**src/rtl/decode.sv**
```systemverilog
// ID stage of a 32-bit MIPS pipeline: register file with WB bypass, main control
// decode, sign extension and the ID/EX pipeline latch.
module decode (
    input  logic        clk,
    input  logic        rst,
    input  logic [31:0] if_id_instr,
    input  logic [31:0] if_id_npc,
    input  logic        mem_wb_reg_write,
    input  logic [4:0]  mem_wb_write_reg,
    input  logic [31:0] mem_wb_write_data,
    output logic [1:0]  id_ex_wb,
    output logic [2:0]  id_ex_m,
    output logic [3:0]  id_ex_ex,
    output logic [31:0] id_ex_npc,
    output logic [31:0] id_ex_readdat1,
    output logic [31:0] id_ex_readdat2,
    output logic [31:0] id_ex_sign_ext,
    output logic [4:0]  id_ex_instr_2016,
    output logic [4:0]  id_ex_instr_1511
);

    localparam logic [5:0] OP_RTYPE = 6'b000000;
    localparam logic [5:0] OP_LW    = 6'b100011;
    localparam logic [5:0] OP_SW    = 6'b101011;
    localparam logic [5:0] OP_BEQ   = 6'b000100;

    logic [31:0] regs [32];

    logic [5:0]  opcode;
    logic [4:0]  rs;
    logic [4:0]  rt;
    logic [31:0] rs_val;
    logic [31:0] rt_val;
    logic [31:0] sign_ext;
    logic [1:0]  ctl_wb;
    logic [2:0]  ctl_m;
    logic [3:0]  ctl_ex;
    logic        wb_active;

    assign opcode    = if_id_instr[31:26];
    assign rs        = if_id_instr[25:21];
    assign rt        = if_id_instr[20:16];
    assign sign_ext  = {{16{if_id_instr[15]}}, if_id_instr[15:0]};
    assign wb_active = mem_wb_reg_write && (mem_wb_write_reg != 5'd0);

    always_ff @(posedge clk) begin
        if (rst) begin
            for (int i = 0; i < 32; i++) begin
                regs[i] <= '0;
            end
        end else if (wb_active) begin
            regs[mem_wb_write_reg] <= mem_wb_write_data;
        end
    end

    // r0 is hardwired; a writeback landing this cycle is forwarded so the latch
    // never captures the stale register contents.
    always_comb begin
        rs_val = regs[rs];
        if (rs == 5'd0) begin
            rs_val = '0;
        end else if (wb_active && (mem_wb_write_reg == rs)) begin
            rs_val = mem_wb_write_data;
        end
    end

    always_comb begin
        rt_val = regs[rt];
        if (rt == 5'd0) begin
            rt_val = '0;
        end else if (wb_active && (mem_wb_write_reg == rt)) begin
            rt_val = mem_wb_write_data;
        end
    end

    always_comb begin
        ctl_wb = 2'b00;
        ctl_m  = 3'b000;
        ctl_ex = 4'b0000;
        case (opcode)
            OP_RTYPE: begin
                ctl_wb = 2'b10;
                ctl_ex = 4'b1100;
            end
            OP_LW: begin
                ctl_wb = 2'b11;
                ctl_m  = 3'b010;
                ctl_ex = 4'b0001;
            end
            OP_SW: begin
                ctl_m  = 3'b001;
                ctl_ex = 4'b0001;
            end
            OP_BEQ: begin
                ctl_m  = 3'b100;
                ctl_ex = 4'b0010;
            end
            default: begin
                ctl_wb = 2'b00;
            end
        endcase
    end

    always_ff @(posedge clk) begin
        if (rst) begin
            id_ex_wb         <= '0;
            id_ex_m          <= '0;
            id_ex_ex         <= '0;
            id_ex_npc        <= '0;
            id_ex_readdat1   <= '0;
            id_ex_readdat2   <= '0;
            id_ex_sign_ext   <= '0;
            id_ex_instr_2016 <= '0;
            id_ex_instr_1511 <= '0;
        end else begin
            id_ex_wb         <= ctl_wb;
            id_ex_m          <= ctl_m;
            id_ex_ex         <= ctl_ex;
            id_ex_npc        <= if_id_npc;
            id_ex_readdat1   <= rs_val;
            id_ex_readdat2   <= rt_val;
            id_ex_sign_ext   <= sign_ext;
            id_ex_instr_2016 <= if_id_instr[20:16];
            id_ex_instr_1511 <= if_id_instr[15:11];
        end
    end

endmodule
```
**config.mk**
```make
export PLATFORM = sky130hd
export DESIGN_NAME = decode
export DESIGN_NICKNAME = d
export VERILOG_FILES = /design/src/rtl/decode.sv
export SDC_FILE = /design/constraint.sdc
export NUM_CORES = 2
export LEC_CHECK = 0
export ABC_AREA = 1
export CELL_PAD_IN_SITES_DETAIL_PLACEMENT = 0
export CELL_PAD_IN_SITES_GLOBAL_PLACEMENT = 1
export CORE_MARGIN = 2
export CORE_UTILIZATION = 41
export CTS_CLUSTER_SIZE = 40
export DETAILED_ROUTE_END_ITERATION = 8
export HOLD_SLACK_MARGIN = 0.15
export PLACE_DENSITY = 0.83
export SLEW_MARGIN = 20
export SYNTH_ARGS = -nofsm -noshare
export SYNTH_HDL_FRONTEND = slang
export SYNTH_SLANG_ARGS = --single-unit
```
**constraint.sdc**
```tcl
create_clock -name clk -period 3 [get_ports clk]
set_clock_uncertainty 0.15 [all_clocks]
set_input_delay 0.9 -clock clk [delete_from_list [all_inputs] [get_ports clk]]
set_output_delay 0.9 -clock clk [all_outputs]
set_load 0.03 [all_outputs]
```
======== Yosys cells after proc, flatten, opt, wreduce, memory -nomap -nowiden ========
Memories as Yosys holds them, arrays and structs flattened. A register that Yosys moved wholly into a read port is not among the register bits.
Index checks and enable logic that the tools add are counted.
storage, ports and cells
  output and inout port bits .............. 147
  input bits .............................. 104
  flip-flop bits (word level) ............. 67
  bits in writable memories ............... 1,024
  memories ................................ 1
  ROM bits ................................ 0
  bits in latches ......................... 0
  logic and storage cells ................. 31
memory list
  memory  words  bits a word  rd ports  clocked after memory_dff  write ports  RTL line  source
  regs    32     32           2         2                         32           27        logic [31:0] regs [32];
cells by class
  div/mod/pow operators ................... 0
  shift-type cells ........................ 0
  order comparisons ....................... 0
  add/sub/neg operators ................... 0
  equal/unequal tests ..................... 3
  reduce and logical (&&, ||, !) cells .... 9
  bitwise gates (word level) .............. 0
  mux-type cells .......................... 11
  multipliers ............................. 0
operators by type and width
  cell                  count
  $mux W32              1
  $reduce_or A32 Y1     1
  $eq A6 B6 Y1 const B  2
  $pmux W4 S3           1
  $logic_not A5 Y1      2
  $pmux W3 S3           1
  $eq A6 B3 Y1 const B  1
  $logic_not A6 Y1      1
  $mux W1               6
  $reduce_or A2 Y1      3
  $mux W5               1
  $reduce_bool A5 Y1    1
  $pmux W2 S2           1
  $logic_and A1 B1 Y1   1

======== Longest topological paths before layout ========
  depth in word-level cells ............... 7
  depth in mapped cells ................... 12
  gate-level depth less buffers ........... 10

======== Worst setup path before layout ========
Ideal clock, no wire load.
  kind .................................... input-to-reg
  from .................................... input port mem_wb_write_reg[2]
  to ...................................... memory regs[10][0], enable pin
  arrival time ............................ 2.767 ns
  setup time .............................. 0.389 ns
  path buffers ............................ 2
  stages .................................. 12
  path slack .............................. -0.307 ns
  data required time ...................... 2.461 ns
  path through ............................ clkbuf_2 > inv_1 > nand3_1 > inv_1 > nand3_1 > nand3_1 > inv_1 > nand3_1 > inv_1 > nand2_1 > buf_2 > nand2_1
RTL lines
  item             RTL line  source
  start, declared  9         input logic [4:0] mem_wb_write_reg,
  end, declared    27

======== Worst setup path in the final report ========
  from .................................... register id_ex_readdat1[22], read port of regs
  to ...................................... output port id_ex_readdat1[22]
RTL lines
  item             RTL line  source
  start, declared  15        output logic [31:0] id_ex_readdat1,
No word-level cell between the ends.

==> flow_metrics.py <==
metrics = {
    "setup_path": {
        "crit_type": "reg2out",
        "start_kind": "register",
        "cp_slowest_cell": "clkdlybuf4s50_1",
        "cp.required_ns": 1.95,
        "crit_buf_inv": 1,
        "cp_max_fo": 1,
        "cp_top_family": "buffers and inverters",
        "slowest_delay_ns": 0.70,
        "rrSetupSlack_ns": 1.22,
        "cp_cell_sequence": "clkdlybuf4s50_1",
        "worstPathArrival_ns": 1.91,
        "worstSetupEndpointType": "primary output",
    },
    "sta": {
        "clock.fmax_mhz": 337.4,
        "tightest_slew_ns": 0.8365,
        "finalHoldViolations": 0,
        "layout_min_cycle_time_ns": 2.964,
        "setup_viol_count_final": 0,
        "finalCritPeriodShare_pct": 98.80,
        "slew_headroom_pct": 44.23,
        "rsz0062_at_grt": "no",
        "finalMaxSlewViolations": 0,
    },
    "final_layout": {
        "stdcell_count": 10680,
        "area_growth_pct": 19.93,
        "final_common_cell": "nand2_1",
        "n_antenna_cell": 0,
        "nets": 8652,
        "drive_gt1_share_pct": 8.054,
        "layout_common_cells": "nand2_1, nor2_1, nand3_1, edfxtp_1, inv_1",
    },
    "die": {
        "dieArea_um2": 156300,
        "ios": 251,
        "initial_core_util_pct": 41.28,
        "die_width_um": 395.3,
        "die_h_um": 395.3,
        "rows": 143,
        "core_area_um2": 152100,
    },
    "grt": {
        "grt.total_usage_pct": 32.14,
        "grt_pass1_wl_um": 370500,
        "antenna_found_initial": 7,
        "first_global_vias": 55610,
        "grt.overflow.total": 0,
        "grt_start_max_net_pins": 110,
    },
    "logic_synthesis": {
        "synth_area_um2": 62780,
        "ys.flop_type": "edfxtp_1",
        "synth.distinct_cells": 23,
        "ys_seq_elements": 1148,
        "synthArstFlopShare_pct": 0,
        "synth_edf_count": 1024,
        "syn_avg_cell_area_um2": 7.486,
        "syn_inst": 8387,
        "ys_warn_count": 0,
        "synth-seq-area-share_pct": 52.93,
    },
    "run_status": {
        "status": "complete, no violations",
    },
    "routing": {
        "dr.pass1.iters": 8,
        "wl_per_cell_um": 24.10,
        "viasPerCell": 5.579,
        "vias": 59610,
        "drt_iter0_markers": 8576,
        "wirelength_um": 257500,
        "drtAntennaViolNets": 0,
        "remaining_drc_errors": 0,
    },
    "clock_tree": {
        "post_cts_buffers": 0,
        "tritoncts": "done",
        "worstSkewPairLatency_ns": 0.81,
        "numCtsBuffers": 133,
        "numClockSinks": 1148,
        "path_clk_slew_ns": 0.06,
        "htreeDepth": 4,
        "ctsRootBufferMaster": "clkbuf_16",
        "holdBufCountCts": 0,
        "clock_path_buffers": 3,
    },
    "power": {
        "p_leak_nw": 33.99,
        "power.total_mw": 41.49,
        "p_per_area_nw_per_um2": 551.1,
        "irDropWorstVdd_uv": 558.8,
    },
    "run": {
        "drv_cap": 0,
    },
    "place": {
        "hpwl_um": 161700,
        "port-buffer-count": 250,
        "placed_cells": 10440,
        "place_congestion": 0.9281,
    },
    "hold_path": {
        "hold_path.class": "in2reg",
    },
}
[metal layers]
layer | vias up | part of all wire [%] | wire [um] | global-route usage (%)
met4 | 2 | 5.9 | 15100 | 17.42
li1 | 26740 | - | - | -
met3 | 733 | 13 | 32460 | 6.352
met5 | - | 0.0050 | 13 | 0.06158
met1 | 27960 | 38 | 97290 | 42.87
met2 | 4176 | 44 | 112600 | 49.18
[synth_stat cells (2+ instances only)]
cell         n  area, um^2
nor4_1       2       12.51
a21oi_1    130       650.6
dfxtp_1    124        2482
nand4_1      4       25.02
inv_1      842        3161
o21ai_0     94       470.5
xnor2_1      4       35.03
buf_1       77       289.0
o211ai_1    59       442.9
nand2_1   2711       10180
nor3_2       2       20.02
nand3_1   1188        5946
buf_4       23       172.7
inv_2        7       26.28
clkbuf_1   375        1408
edfxtp_1  1024       30750
nor2_1    1523        5717
nor3_1       7       35.03
buf_2      186       930.9
xor2_1       2       17.52
[logic make-up after synthesis]
group,count (synthesis),share of synthesized area [%]
other,1,0.005973
xor gates and xnor gates,6,0.08370
DFF,1148,52.93
and+or+nand+nor,5437,34.93
AOI/OAI and AO/OA,284,2.505
buffers and inverters,1511,9.544
[layout make-up]
type / count / area (um^2)
Clock buffer: 180 / 3710
Clock inverter: 61 / 634.4
Inverter: 849 / 3219
Multi-Input combinational cell: 5759 / 23950
Timing Repair Buffer: 657 / 8011
Tap cell: 2030 / 2540
Sequential cell: 1148 / 33230
Fill cell: 14310 / 76780
[flip-flops by register name, summed over array words and instances, names as in the netlist]
name / flops
id_ex_npc: 32
id_ex_ex: 3
regs: 1024
id_ex_instr_2016: 5
id_ex_readdat1: 32
id_ex_m: 2
id_ex_readdat2: 32
id_ex_sign_ext: 16
id_ex_wb: 2
[where the power goes]
group | leakage (nW) | internal, mW | switching, mW
clock | 2.12 | 9.37 | 7.10
combinational | 21.1 | 1.94 | 4.32
sequential | 10.8 | 18.3 | 0.460
total | 34.0 | 29.6 | 11.9
[per-stage QoR]
| stage | setup WS [ns] | instance area [um^2] | util, % | hold slack [ns] | setup TNS [ns] |
|---|---|---|---|---|---|
| 6_report | 0.03590 | 75300 | 49.51 | 0.4594 | 0 |
| 5_1_grt | 0.01206 | 75300 | 49.51 | 0.4541 | 0 |
| 4_1_cts | 0.002808 | 75300 | 49.51 | 0.4110 | 0 |
| 3_5_place_dp | -0.5564 | 71000 | 46.68 | 0.6862 | -710.70 |
| 3_3_place_gp | -0.6349 | 71000 | 46.68 | 0.6699 | -829.62 |
| 2_1_floorplan | -0.2889 | 63030 | - | 0.5695 | -47.64 |
[worst paths after layout]
path                                  from                       endpoint  cells after the start
min reg2reg      regs[7][10]$_SDFFCE_PN0P_  id_ex_readdat1[10]$_SDFF_PP0_                      6
min                           if_id_npc[8]        id_ex_npc[8]$_SDFF_PP0_                      3
max reg2reg      regs[2][23]$_SDFFCE_PN0P_  id_ex_readdat2[23]$_SDFF_PP0_                      8
max          id_ex_readdat1[22]$_SDFF_PP0_             id_ex_readdat1[22]                      1
[what timing repair did]
item                       in CTS  in global routing
hold endpoints to repair        0                  0
gates resized for setup        38                  0
setup endpoints to repair      37                  0
(Power assumes the default switching activity.)
